### config.mk
export PLATFORM = sky130hd
export DESIGN_NAME = ttt_core_sequencer
export DESIGN_NICKNAME = d
export VERILOG_FILES = /design/src/rtl/ttt_pkg.sv /design/src/rtl/ttt_event_capture.sv /design/src/rtl/ttt_core_sequencer.sv
export SDC_FILE = /design/constraint.sdc
export NUM_CORES = 1
export LEC_CHECK = 0
export ABC_AREA = 1
export BUFFER_PORTS_ARGS = -buffer_cell sky130_fd_sc_hd__buf_4
export CELL_PAD_IN_SITES_DETAIL_PLACEMENT = 0
export CELL_PAD_IN_SITES_GLOBAL_PLACEMENT = 1
export CORE_MARGIN = 1
export CORE_UTILIZATION = 33
export CTS_CLUSTER_DIAMETER = 200
export DETAILED_ROUTE_END_ITERATION = 16
export PLACE_DENSITY_LB_ADDON = 0.1
export SETUP_SLACK_MARGIN = 0.1
export SLEW_MARGIN = 20
export SYNTH_ARGS = -nofsm -noshare
export SYNTH_HDL_FRONTEND = slang
export SYNTH_SLANG_ARGS = --single-unit
export TNS_END_PERCENT = 10
### constraint.sdc
create_clock -name clock_fast -period 1.7 [get_ports clock_fast]
set_input_delay 0.085 -clock clock_fast [delete_from_list [all_inputs] [get_ports clock_fast]]
set_output_delay 0.085 -clock clock_fast [all_outputs]
set_load 0.02 [all_outputs]
### src/rtl/ttt_pkg.sv
// Shared encodings for the TTT core sequencer: core instruction set,
// sequencer FSM states and the token start/stop codes.
package ttt_pkg;

    typedef enum logic [2:0] {
        TTT_NOP       = 3'b000,
        TTT_ACCUM     = 3'b001,
        TTT_STEP      = 3'b010,
        TTT_PROG_DUR  = 3'b101,
        TTT_PROG_GOOD = 3'b110,
        TTT_PROG_BAD  = 3'b111
    } ttt_instr_t;

    typedef enum logic [2:0] {
        ST_INIT  = 3'd0,
        ST_IDLE  = 3'd1,
        ST_PROG  = 3'd2,
        ST_UPD   = 3'd3,
        ST_STEP  = 3'd4,
        ST_DRAIN = 3'd5
    } seq_state_t;

    localparam logic [1:0] SS_START = 2'b10;
    localparam logic [1:0] SS_STOP  = 2'b01;

    // True for the three host-programmable instructions
    function automatic logic is_prog_instr(input logic [2:0] instr);
        return (instr == TTT_PROG_DUR) || (instr == TTT_PROG_GOOD) || (instr == TTT_PROG_BAD);
    endfunction

endpackage

### src/rtl/ttt_event_capture.sv
// Tags the core's registered token_startstop with the processor that just
// stepped. The core output only means something in the cycle right after a
// STEP; at all other times it holds a stale value and is ignored.
module ttt_event_capture
    import ttt_pkg::*;
#(
    parameter int ID_W = 4
)(
    input  logic            clock_fast,
    input  logic            reset,
    input  logic            step,
    input  logic [ID_W-1:0] id,
    input  logic [1:0]      core_startstop,
    output logic            event_valid,
    output logic [ID_W-1:0] event_id,
    output logic            event_start
);

    logic            step_reg;
    logic [ID_W-1:0] id_reg;

    // Delay the step marker and its id by one cycle to line up with the core result
    always_ff @(posedge clock_fast) begin
        if (reset) begin
            step_reg <= 1'b0;
            id_reg   <= '0;
        end else begin
            step_reg <= step;
            id_reg   <= id;
        end
    end

    // Decode start/stop only in the sampling cycle; 00 and 11 carry no event
    always_comb begin
        event_valid = 1'b0;
        event_start = 1'b0;
        event_id    = id_reg;
        if (step_reg) begin
            if (core_startstop == SS_START) begin
                event_valid = 1'b1;
                event_start = 1'b1;
            end else if (core_startstop == SS_STOP) begin
                event_valid = 1'b1;
            end
        end
    end

endmodule

### src/rtl/ttt_core_sequencer.sv
// Time-multiplexing controller for the shared TTT core: init sweep after
// reset, single-cycle host programming, and uninterruptible update sweeps
// (ACCUM/STEP per processor) with a divided clock_slow marker.
module ttt_core_sequencer
    import ttt_pkg::*;
#(
    parameter int NUM_PROCESSORS = 10,
    parameter int DURATION_BITS  = 8,
    parameter int TOKEN_BITS     = 8,
    parameter int SLOW_DIV       = 4,
    localparam int ID_W = (NUM_PROCESSORS > 1) ? $clog2(NUM_PROCESSORS) : 1
)(
    input  logic                     clock_fast,
    input  logic                     reset,
    input  logic                     run_enable,
    input  logic                     prog_valid,
    output logic                     prog_ready,
    input  logic [2:0]               prog_instr,
    input  logic [ID_W-1:0]          prog_id,
    input  logic [DURATION_BITS-1:0] prog_duration_in,
    input  logic [TOKEN_BITS-1:0]    prog_threshold_in,
    output logic                     core_reset,
    output logic [ID_W-1:0]          core_id,
    output logic [2:0]               core_instr,
    output logic                     core_slow,
    output logic [DURATION_BITS-1:0] core_duration,
    output logic [TOKEN_BITS-1:0]    core_threshold,
    input  logic [1:0]               core_startstop,
    output logic                     event_valid,
    output logic [ID_W-1:0]          event_id,
    output logic                     event_start,
    output logic                     sweep_done,
    output logic                     init_done
);

    localparam int SW_W = (SLOW_DIV > 1) ? $clog2(SLOW_DIV) : 1;
    localparam logic [ID_W-1:0] LAST_ID   = ID_W'(NUM_PROCESSORS - 1);
    localparam logic [SW_W-1:0] SLOW_LAST = SW_W'(SLOW_DIV - 1);

    seq_state_t         state_reg, state_next;
    logic [ID_W-1:0]    id_reg, id_next;
    logic [SW_W-1:0]    sweep_reg, sweep_next;
    logic               load_prog;
    logic               slow_sweep;

    logic [2:0]               prog_instr_reg;
    logic [ID_W-1:0]          prog_id_reg;
    logic                     prog_ok_reg;
    logic [DURATION_BITS-1:0] duration_reg;
    logic [TOKEN_BITS-1:0]    threshold_reg;

    assign slow_sweep     = (sweep_reg == SLOW_LAST);
    assign init_done      = (state_reg != ST_INIT);
    assign core_duration  = duration_reg;
    assign core_threshold = threshold_reg;

    // FSM state, processor index and sweep divider
    always_ff @(posedge clock_fast) begin
        if (reset) begin
            state_reg <= ST_INIT;
            id_reg    <= '0;
            sweep_reg <= '0;
        end else begin
            state_reg <= state_next;
            id_reg    <= id_next;
            sweep_reg <= sweep_next;
        end
    end

    // Latch an accepted host request; bad opcodes or ids are kept but flagged as no-ops
    always_ff @(posedge clock_fast) begin
        if (reset) begin
            prog_instr_reg <= 3'b000;
            prog_id_reg    <= '0;
            prog_ok_reg    <= 1'b0;
            duration_reg   <= '0;
            threshold_reg  <= '0;
        end else if (load_prog) begin
            prog_instr_reg <= prog_instr;
            prog_id_reg    <= prog_id;
            prog_ok_reg    <= is_prog_instr(prog_instr) && (int'(prog_id) < NUM_PROCESSORS);
            duration_reg   <= prog_duration_in;
            threshold_reg  <= prog_threshold_in;
        end
    end

    // Next-state logic and core drive; programming wins over starting a sweep
    always_comb begin
        state_next = state_reg;
        id_next    = id_reg;
        sweep_next = sweep_reg;
        load_prog  = 1'b0;
        core_instr = TTT_NOP;
        core_id    = id_reg;
        core_reset = 1'b0;
        core_slow  = 1'b0;
        prog_ready = 1'b0;
        sweep_done = 1'b0;
        case (state_reg)
            ST_INIT: begin
                core_reset = 1'b1;
                if (id_reg == LAST_ID) begin
                    state_next = ST_IDLE;
                    id_next    = '0;
                end else begin
                    id_next = id_reg + 1'b1;
                end
            end
            ST_IDLE: begin
                prog_ready = 1'b1;
                if (prog_valid) begin
                    load_prog  = 1'b1;
                    state_next = ST_PROG;
                end else if (run_enable) begin
                    state_next = ST_UPD;
                    id_next    = '0;
                end
            end
            ST_PROG: begin
                core_instr = prog_ok_reg ? prog_instr_reg : TTT_NOP;
                core_id    = prog_id_reg;
                state_next = ST_IDLE;
            end
            ST_UPD: begin
                core_instr = TTT_ACCUM;
                core_slow  = slow_sweep;
                state_next = ST_STEP;
            end
            ST_STEP: begin
                core_instr = TTT_STEP;
                core_slow  = slow_sweep;
                if (id_reg == LAST_ID) begin
                    state_next = ST_DRAIN;
                end else begin
                    state_next = ST_UPD;
                    id_next    = id_reg + 1'b1;
                end
            end
            ST_DRAIN: begin
                sweep_done = 1'b1;
                sweep_next = slow_sweep ? '0 : sweep_reg + 1'b1;
                state_next = ST_IDLE;
            end
            default: begin
                state_next = ST_INIT;
                id_next    = '0;
            end
        endcase
    end

    ttt_event_capture #(
        .ID_W(ID_W)
    ) u_event_capture (
        .clock_fast     (clock_fast),
        .reset          (reset),
        .step           (state_reg == ST_STEP),
        .id             (id_reg),
        .core_startstop (core_startstop),
        .event_valid    (event_valid),
        .event_id       (event_id),
        .event_start    (event_start)
    );

endmodule

==> key figures <==
Status
  • Status: completed

Worst setup path
  • CP Launch Type: register
  • Crit path buf inv count: 2
  • Critical path capture point type: primary output
  • Max stage delay cell, worst path: dfxtp_1
  • Crit Path Max Fanout: 7
  • CP required: 1.62 ns
  • CP cell instances: nand3_4, buf_4, a21oi_1, buf_4
  • Cell mode on critical path: buf_4
  • Largest stage delay, worst path: 0.46 ns
  • Critical Path AT: 1.41 ns
  • Crit path max-delay family: flip-flops
  • Critical path type: register to primary output

Floorplan
  • Io pins: 63
  • Initial Utilization: 34.61%
  • Rows: 25
  • Core area: 4755 um2
  • Die W: 72.61 um
  • Die Y-Extent: 72.61 um
  • Die ar.: 5272 um2

Synth
  • Post-Syn Area per Cell: 7.479 um2
  • Post-Syn Instances: 220
  • Unique masters post-synth: 22
  • Seq/Total Area, Yosys: 46.24%
  • Post-Syn Area: 1645 um2
  • Synth Net Count: 253
  • Yosys reg bits: 38
  • Synth warn: 0

STA
  • Final worst setup slack: 0.2060 ns
  • Slew @ Worst Pin: 0.4219 ns
  • Relative slew margins: 71.83%
  • Setup-failing EPs final: 0
  • Post-Route Setup TNS: 0 ns
  • Min cycle time layout: 1.494 ns
  • Slew Limit Fails: 0
  • Final Cycle Share: 87.88%
  • Clock Skew: 0.003125 ns
  • Unrepaired setup endpoints after global routing: yes
  • Final hold vios: 0
  • Top achievable clock speed: 669.4 MHz

Cells and area
  • Fillers: 519
  • ANT cells: 0
  • Most frequent cells in the layout: 65 x buf_4, 61 x nor2_1, 37 x dfxtp_1
  • Non-Filler Instances: 352
  • Nets: 317
  • Commonest non-fill, non-tap cell in the layout: buf_4
  • Share of layout cells above drive strength 1: 30.88%
  • Syn-to-layout area delta: 38.56%

Run
  • Max Cap Viol: 0

Place
  • Port Buffers: 62
  • Setup WS pre-CTS: 0.2442 ns
  • Routability cong.: 0.8389
  • Placed insts: 344
  • Final HPWL DP: 2881 um

Pwr
  • Leakage Power: 1.148 nW
  • VDD IR max: 0.4162 mV
  • Pwr per Cell Area: 782.4 nW/um2

Route
  • Vias/cell: 4.443
  • First-pass iteration count of the detailed router: 4
  • First DRT Iteration DRCs: 46
  • Post-DR wirelength/cell: 11.41 um
  • Antenna-violating nets left: 0
  • DR DRC count: 0
  • Final WL: 4018 um
  • Routed via count: 1564

Clock network
  • Worst skew pair latency: 0.29 ns
  • CTS tree: done
  • CTS H-Tree Depth: 2
  • Clock Path Buffers: 2
  • TritonCTS buffer count: 5
  • Clk slew on worst S/H paths: 0.07 ns
  • Post-CTS setup buffer count: 0
  • Root Driver: clkbuf_8
  • Clock sink count: 38

GRT
  • Vias in the first global route: 1445
  • GRT Total Usage: 16.91%
  • Largest net degree at the start of global routing: 25
  • Antenna violations before repair: 0
  • Gr ovfl total: 0
  • Global-route wire length before repair: 6782 um

Hold path
  • Type of the most critical hold path: primary input to register
## repair_timing
| action | 4_1_cts | 5_1_grt |
|---|---|---|
| hold endpoints to repair | 0 | 0 |
| resized for setup | 1 | 2 |
| cloned | 0 | 0 |
| hold buffers | 0 | 0 |
| setup endpoints to repair | 3 | 5 |
| pin swaps | 0 | 0 |
## logic make-up (layout without fill, tap and decap cells)
| logic type | count (synthesis) | after routing | synth area share (%) |
|---|---|---|---|
| buffers and inverters | 28 | 93 | 8.288 |
| XOR/XNOR | 1 | 1 | 0.5324 |
| AO/OA/AOI/OAI | 44 | 44 | 14.07 |
| flip-flops | 38 | 38 | 46.24 |
| adder cells (fa/ha/maj) | 4 | 4 | 3.042 |
| AND/OR/NAND/NOR | 105 | 105 | 27.83 |
## layer usage
metal  global-route usage [%]  part of all wire [%]
met1                    21.47                    46
met2                    26.38                    46
met3                    5.525                   5.6
met4                    7.190                   1.7
met5                        0                     0
## tightest hold or removal path, stage by stage
cell	delay, ns
buf_4	0.08
nor2_1	0.03
nor2_1	0.08
## power by group
group / total (W) / switching, W / internal [W]
sequential: 0.000913 / 0.00000992 / 0.000903
combinational: 0.000155 / 0.0000774 / 0.0000776
clock: 0.000716 / 0.000306 / 0.000409
total: 0.00178 / 0.000394 / 0.00139
## cell type report
class                           count  area (um2)  area share, %
Sequential cell                    38       762.0          33.42
Multi-Input combinational cell    154       760.7          33.37
Timing Repair Buffer               65       488.0          21.41
Clock buffer                        8       110.1          4.830
Tap cell                           67       83.83          3.677
Inverter                           20       75.07          3.293
## per-stage QoR
stage	instance area (um2)	hold WS, ns	power, W	utilization, %
final	2280	0.01802	0.001784	47.95
after global routing	2280	0.008612	0.001871	47.95
after CTS	2271	0.005339	0.001823	47.76
after detailed placement	2156	0.3130	0.001091	45.34
after global placement	2156	0.3070	0.001091	45.34
after floorplan	1645	0.1634	0.001000	-
## cell usage after synthesis
library cell	n	share of area (%)
dfxtp_1	38	46
a21boi_1	1	0.46
nand2_1	24	5.5
inv_1	17	3.9
a211oi_1	1	0.46
nor2_1	61	14
nor2_2	4	1.5
nand3_1	9	2.7
o21ai_0	22	6.7
nor2_4	3	2.1
nand3_2	3	1.8
o21ai_1	6	1.8
ha_1	4	3.0
buf_6	4	2.7
o2111ai_1	1	0.53
a21boi_0	1	0.46
inv_2	3	0.68
buf_2	1	0.30
nor3_1	1	0.30
a21oi_1	12	3.7
xor2_1	1	0.53
clkbuf_1	3	0.68
## path summary, 6_finish.rpt
| check | from | to | slack [ns] | cells after the start |
|---|---|---|---|---|
| min | prog_duration_in[4] | core_duration[4] | 0.02 | 3 |
| max reg2reg | id_reg[1] | id_reg[2] | 0.26 | 9 |
| min reg2reg | prog_instr_reg[2] | prog_instr_reg[2] | 0.47 | 2 |
| max | state_reg[1] | core_id[3] | 0.21 | 4 |
Power figures use the tool's default switching activity.
